### src/rtl/rom_fetch_unit_if.sv
// Bus bundle between the ROM fetch unit, the program ROM and the core.
// master = fetch unit side, slave = ROM/core side.
interface rom_fetch_unit_if #(
    parameter int ADDR_WIDTH = 8,
    parameter int DATA_WIDTH = 8
);
    logic [ADDR_WIDTH-1:0] ROM_ADDR;
    logic [DATA_WIDTH-1:0] ROM_DATA;
    logic                  ENABLE;
    logic                  JUMP;
    logic [ADDR_WIDTH-1:0] JUMP_ADDR;
    logic [DATA_WIDTH-1:0] OUT_DATA;
    logic [ADDR_WIDTH-1:0] OUT_ADDR;
    logic                  OUT_VALID;
    logic                  OUT_READY;

    modport master (
        output ROM_ADDR,
        input  ROM_DATA,
        input  ENABLE,
        input  JUMP,
        input  JUMP_ADDR,
        output OUT_DATA,
        output OUT_ADDR,
        output OUT_VALID,
        input  OUT_READY
    );

    modport slave (
        input  ROM_ADDR,
        output ROM_DATA,
        output ENABLE,
        output JUMP,
        output JUMP_ADDR,
        input  OUT_DATA,
        input  OUT_ADDR,
        input  OUT_VALID,
        output OUT_READY
    );
endinterface

### src/rtl/rom_fetch_unit.sv
// Sequential prefetcher for the program ROM: issues addresses, captures 1-cycle
// latency read data into an address-tagged FIFO and hands bytes to the core.
//
// state | meaning
// IDLE  | no new ROM reads issued; buffered bytes remain poppable
// RUN   | issue one read per cycle while FIFO credit is available
module rom_fetch_unit #(
    parameter int                    ADDR_WIDTH = 8,
    parameter int                    DATA_WIDTH = 8,
    parameter int                    FIFO_DEPTH = 4,
    parameter logic [ADDR_WIDTH-1:0] RESET_ADDR = '0
) (
    input  logic             CLK,
    input  logic             RESET_N,
    rom_fetch_unit_if.master bus
);
    localparam int PW = $clog2(FIFO_DEPTH);
    localparam int CW = PW + 1;
    localparam logic [CW-1:0] DEPTH_C = CW'(FIFO_DEPTH);

    typedef enum logic {IDLE, RUN} state_t;

    state_t                state;
    state_t                state_nxt;
    logic                  issue;
    logic                  push;
    logic                  pop;
    logic                  pending;
    logic [ADDR_WIDTH-1:0] rom_addr;
    logic [ADDR_WIDTH-1:0] tag;
    logic [CW-1:0]         count;
    logic [CW-1:0]         credit;
    logic [PW-1:0]         rd_ptr;
    logic [PW-1:0]         wr_ptr;
    logic                  out_valid;
    logic [DATA_WIDTH-1:0] mem_data [FIFO_DEPTH];
    logic [ADDR_WIDTH-1:0] mem_addr [FIFO_DEPTH];

    always_ff @(posedge CLK or negedge RESET_N) begin
        if (!RESET_N) begin
            state <= IDLE;
        end else begin
            state <= state_nxt;
        end
    end

    // A pop in the same cycle is not credited, so the in-flight byte always has a slot.
    always_comb begin
        state_nxt = state;
        issue     = 1'b0;
        push      = 1'b0;
        pop       = 1'b0;
        credit    = count + CW'(pending);
        case (state)
            IDLE:    if (bus.ENABLE)  state_nxt = RUN;
            RUN:     if (!bus.ENABLE) state_nxt = IDLE;
            default: state_nxt = IDLE;
        endcase
        issue = (state == RUN) && (credit < DEPTH_C) && !bus.JUMP;
        push  = pending && !bus.JUMP;
        pop   = out_valid && bus.OUT_READY && !bus.JUMP;
    end

    always_ff @(posedge CLK or negedge RESET_N) begin
        if (!RESET_N) begin
            rom_addr <= RESET_ADDR;
            tag      <= '0;
            pending  <= 1'b0;
            count    <= '0;
            rd_ptr   <= '0;
            wr_ptr   <= '0;
        end else if (bus.JUMP) begin
            rom_addr <= bus.JUMP_ADDR;
            pending  <= 1'b0;
            count    <= '0;
            rd_ptr   <= '0;
            wr_ptr   <= '0;
        end else begin
            pending <= issue;
            if (issue) begin
                tag      <= rom_addr;
                rom_addr <= rom_addr + ADDR_WIDTH'(1);
            end
            if (push) begin
                wr_ptr <= wr_ptr + PW'(1);
            end
            if (pop) begin
                rd_ptr <= rd_ptr + PW'(1);
            end
            if (push && !pop) begin
                count <= count + CW'(1);
            end else if (pop && !push) begin
                count <= count - CW'(1);
            end
        end
    end

    // Entry storage needs no reset; stale entries are masked by count.
    always_ff @(posedge CLK) begin
        if (push) begin
            mem_data[wr_ptr] <= bus.ROM_DATA;
            mem_addr[wr_ptr] <= tag;
        end
    end

    assign out_valid     = (count != '0);
    assign bus.OUT_VALID = out_valid;
    assign bus.OUT_DATA  = out_valid ? mem_data[rd_ptr] : '0;
    assign bus.OUT_ADDR  = out_valid ? mem_addr[rd_ptr] : '0;
    assign bus.ROM_ADDR  = rom_addr;
endmodule

### src/flat_wrapper.sv
// flat-port wrapper written by rule: the top's interface ports become plain ports
module rom_fetch_unit_flat 
#(
    parameter int                    ADDR_WIDTH = 8,
    parameter int                    DATA_WIDTH = 8,
    parameter int                    FIFO_DEPTH = 4,
    parameter logic [ADDR_WIDTH-1:0] RESET_ADDR = '0
)
  (CLK, RESET_N, bus_ROM_ADDR, bus_ROM_DATA, bus_ENABLE, bus_JUMP, bus_JUMP_ADDR, bus_OUT_DATA, bus_OUT_ADDR, bus_OUT_VALID, bus_OUT_READY);
  rom_fetch_unit_if #(.ADDR_WIDTH(ADDR_WIDTH), .DATA_WIDTH(DATA_WIDTH)) bus_i ();
  input  logic CLK;
  input  logic RESET_N;
  output wire logic [$bits(bus_i.ROM_ADDR)-1:0] bus_ROM_ADDR;
  input wire logic [$bits(bus_i.ROM_DATA)-1:0] bus_ROM_DATA;
  input wire logic [$bits(bus_i.ENABLE)-1:0] bus_ENABLE;
  input wire logic [$bits(bus_i.JUMP)-1:0] bus_JUMP;
  input wire logic [$bits(bus_i.JUMP_ADDR)-1:0] bus_JUMP_ADDR;
  output wire logic [$bits(bus_i.OUT_DATA)-1:0] bus_OUT_DATA;
  output wire logic [$bits(bus_i.OUT_ADDR)-1:0] bus_OUT_ADDR;
  output wire logic [$bits(bus_i.OUT_VALID)-1:0] bus_OUT_VALID;
  input wire logic [$bits(bus_i.OUT_READY)-1:0] bus_OUT_READY;
  assign bus_ROM_ADDR = bus_i.ROM_ADDR;
  assign bus_i.ROM_DATA = bus_ROM_DATA;
  assign bus_i.ENABLE = bus_ENABLE;
  assign bus_i.JUMP = bus_JUMP;
  assign bus_i.JUMP_ADDR = bus_JUMP_ADDR;
  assign bus_OUT_DATA = bus_i.OUT_DATA;
  assign bus_OUT_ADDR = bus_i.OUT_ADDR;
  assign bus_OUT_VALID = bus_i.OUT_VALID;
  assign bus_i.OUT_READY = bus_OUT_READY;
  rom_fetch_unit #(.ADDR_WIDTH(ADDR_WIDTH), .DATA_WIDTH(DATA_WIDTH), .FIFO_DEPTH(FIFO_DEPTH), .RESET_ADDR(RESET_ADDR)) u_core (.CLK(CLK), .RESET_N(RESET_N), .bus(bus_i));
endmodule
### config.mk
export PLATFORM = sky130hd
export DESIGN_NAME = rom_fetch_unit_flat
export DESIGN_NICKNAME = d
export VERILOG_FILES = /design/src/rtl/rom_fetch_unit_if.sv /design/src/rtl/rom_fetch_unit.sv /design/src/flat_wrapper.sv
export SDC_FILE = /design/constraint.sdc
export NUM_CORES = 1
export LEC_CHECK = 0
export BUFFER_PORTS_ARGS = -buffer_cell sky130_fd_sc_hd__buf_2
export CAP_MARGIN = 10
export CORE_AREA = 2 2 116 118
export CTS_CLUSTER_DIAMETER = 30
export CTS_CLUSTER_SIZE = 16
export DETAILED_ROUTE_END_ITERATION = 10
export DIE_AREA = 0 0 118 120
export GPL_TIMING_DRIVEN = 0
export HOLD_SLACK_MARGIN = 0.15
export MAX_ROUTING_LAYER = met4
export SYNTH_ARGS = -nofsm -noshare
export SYNTH_HDL_FRONTEND = slang
export SYNTH_SLANG_ARGS = --single-unit
### constraint.sdc
create_clock -name CLK -period 2 [get_ports CLK]
set_input_delay 0.4 -clock CLK [delete_from_list [all_inputs] [get_ports CLK]]
set_output_delay 0.4 -clock CLK [all_outputs]
set_load 0.01 [all_outputs]
==> reports/qor.yml <==
syn_area_per_cell_um2: 16.4
clockBufferDepth: 2
top_layer_used: "met4"
outcome: "complete, but fails checks"
synth_edf_count: 64
critPathTopFamily: "multiplexers"
wl_per_cell_um: 16.0
setup_slack_ns: -0.142
synth.distinct_cells: 45
wl_met3_um: 255
leakage_nw: 1.85
syn_nets: 259
cp_num_buf_inv: 3
drt_first_iter_violations: 85
violations: "setup timing"
first_pass_iters: 4
synth_seq_area_share_pct: 66.9
grt_max_degree: 26
grt_pass1_wl_mm: 12.4
drive_gt1_share_pct: 44.1
htree_levels: 3
numPortBuffers: 45
dp_hpwl_mm: 4.86
syn_inst: 232
place_worst_setup_slack_ns: -0.229
num_rows: 42
rsz0062_at_grt: "true"
viasPerCell: 4.51
grt_remaining_overflow: 0
synthTopCellsByArea: "edfxtp_1, dfrtp_1, mux4_2"
synth_top_area_share_pct: 50.4
grt.total_usage_pct: 12.0
cp_cell_sequence: "buf_8, buf_12, mux4_2, and2_1, buf_2"
crit_start: "u_core.rd_ptr[0]"
tightest_slew_ns: 0.843
ant_nets: 0
cts-root-buf: "clkbuf_16"
fp.dieH_um: 120
post_dp_cell_area_um2: 4260
diodes: 0
relSlewSlack_pct: 43.8
hold_viol: 0
endpoint_kind: "primary output"
met2_wirelength_mm: 3.79
yosysTopAreaCell: "edfxtp_1"
period_minus_slack_ns: 2.14
syn_area_um2: 3810
power_density_nw_per_um2: 1350
syn_to_final_growth_pct: 29.9
peakVddDrop_v: 0.000460
path_max_fanout: 8
cp_slowest_cell: "mux4_2"
finClkSkew_ns: 0.0107
finalWirelength_mm: 7.71
cts_buffers: 9
path_clk_slew_ns: 0.07
first_global_vias: 2244
fmax_mhz: 467
min_from: "bus_ENABLE"
fin_area_um2: 4950
vias: 2174
r2r_start: "u_core.count[1]"
yosys_warnings: 0
hold_class: "in2reg"
finalCritPeriodShare_pct: 107
clock_latency_ns: 0.34
startpoint_type: "flip-flop"
slew_violations: 0
start_util_pct: 29.4
cts_tree: "done"
nNetsFinal: 328
fp.dieW_um: 118
clock_sinks: 89
die_area_um2: 14200
core_area_um2: 13000
setup_viol: 16
remaining_drc_errors: 0
antenna_found_initial: 0
critPathKind: "reg2out"
routedLengthMet1_mm: 3.62
required_ns: 1.60
cp_data_arrival_time_ns: 1.74
synthFlopType: "edfxtp_1"
synthArstFlopShare_pct: 28.1
io_pins: 46
drv_cap: 0
cpPeakStageDelay_ns: 0.50
ys_ff_latch: 89
routabilityCongestion: 0.712
[flip-flops by register name, indices dropped and copies added, names as in the netlist]
register	flops
u_core.wr_ptr	2
u_core.pending	1
u_core.mem_data	32
u_core.state	1
u_core.bus.ROM_ADDR	8
u_core.mem_addr	32
u_core.rd_ptr	2
u_core.tag	8
u_core.count	3
[synthesized netlist by cell type (4+ instances only)]
library cell / number
edfxtp_1: 64
nand2_1: 6
mux2_2: 9
mux4_2: 16
inv_1: 10
nor2_1: 11
dfrtp_1: 25
and2_1: 22
ha_1: 5
clkbuf_1: 4
mux2i_1: 4
nor3_1: 4
[power breakdown]
group | total, mW | switching (mW) | internal, mW
clock network | 1.86 | 0.740 | 1.12
logic | 2.38 | 0.976 | 1.41
registers | 2.42 | 0.180 | 2.24
[layout make-up]
cell class,count,area [um2]
Fill cell,1237,8030
Sequential cell,89,2550
Multi-Input combinational cell,120,1200
Timing Repair Buffer,59,468
Clock buffer,9,225
Tap cell,176,220
Buffer,12,134
Clock inverter,7,110
Inverter,10,37.5
[kinds of logic after synthesis]
| kind of cell | share of synthesized area (%) |
|---|---|
| xor gates and xnor gates | 1.38 |
| muxes | 13.2 |
| adders and majority gates | 2.17 |
| and+or+nand+nor | 7.85 |
| buffers and inverters | 3.05 |
| DFF | 66.9 |
| AOI/OAI and AO/OA | 5.52 |
[path summary, 6_finish.rpt]
check / end / slack (ns) / depth (start not counted)
setup / recovery: bus_OUT_ADDR[5] / -0.14 / 5
hold / removal: u_core.state / 0.17 / 1
setup reg to reg: u_core.tag[0] / 0.10 / 7
hold reg to reg: u_core.mem_addr[1][0] / 0.53 / 0
max in group asynchronous: u_core.pending / 1.01 / 2
min in group asynchronous: u_core.bus.ROM_ADDR[1] / 0.59 / 2
[timing repair]
item | CTS | global route
gates cloned | 2 | 0
gates resized for setup | 39 | 16
buffers inserted | 6 | 5
endpoints found under the setup margin | 18 | 75
hold buffers | 1 | 0
hold endpoints to repair | 25 | 0
pin swaps | 14 | 6
[per-stage QoR]
| step | power, mW | hold WS [ns] | util (%) | cells | setup TNS (ns) |
|---|---|---|---|---|---|
| after detailed placement | 4.03 | 0.437 | 32.8 | 453 | -2.41 |
| final | 6.66 | 0.165 | 38.1 | 482 | -1.78 |
| after global placement | 3.97 | 0.433 | 32.8 | 453 | -1.79 |
| after CTS | 6.55 | 0.158 | 37.4 | 477 | -2.11 |
| after global routing | 7.01 | 0.158 | 38.1 | 482 | -2.83 |
| after floorplan | 3.49 | 0.104 | - | 232 | 0 |
[worst register-to-register path, stage by stage (launching register included)]
cell and delay (ns):
dfrtp_1 0.37, buf_6 0.11, buf_4 0.16, and4_4 0.20, o21ai_2 0.21, nand2b_1 0.13
buf_2 0.24, mux2_2 0.37
[layout by cell type (no fill, tap or decap), types with 2 or more instances in the layout]
cell	n
o21ai_0	2
inv_1	10
nor2b_1	2
nor2_1	11
edfxtp_1	64
nand2_1	6
and2_4	14
xor2_1	3
dfrtp_1	25
xnor2_1	3
buf_12	2
clkbuf_1	2
buf_8	2
buf_6	21
clkbuf_16	10
nand3_1	3
mux4_2	16
inv_6	3
buf_4	8
and2_1	5
mux2_2	9
o2111ai_1	2
and2_2	3
ha_1	5
mux2i_1	4
nor3_1	4
buf_2	33
o211ai_1	2
a31oi_1	2
bufinv_16	2
[metal layers]
| metal | vias up | GRT usage, % |
|---|---|---|
| met5 | - | - |
| met2 | 42 | 18.8 |
| met3 | 4 | 3.75 |
| met4 | 0 | 2.56 |
| li1 | 1015 | - |
| met1 | 1113 | 15.3 |
No activity file was read; power rests on OpenSTA's default activity.
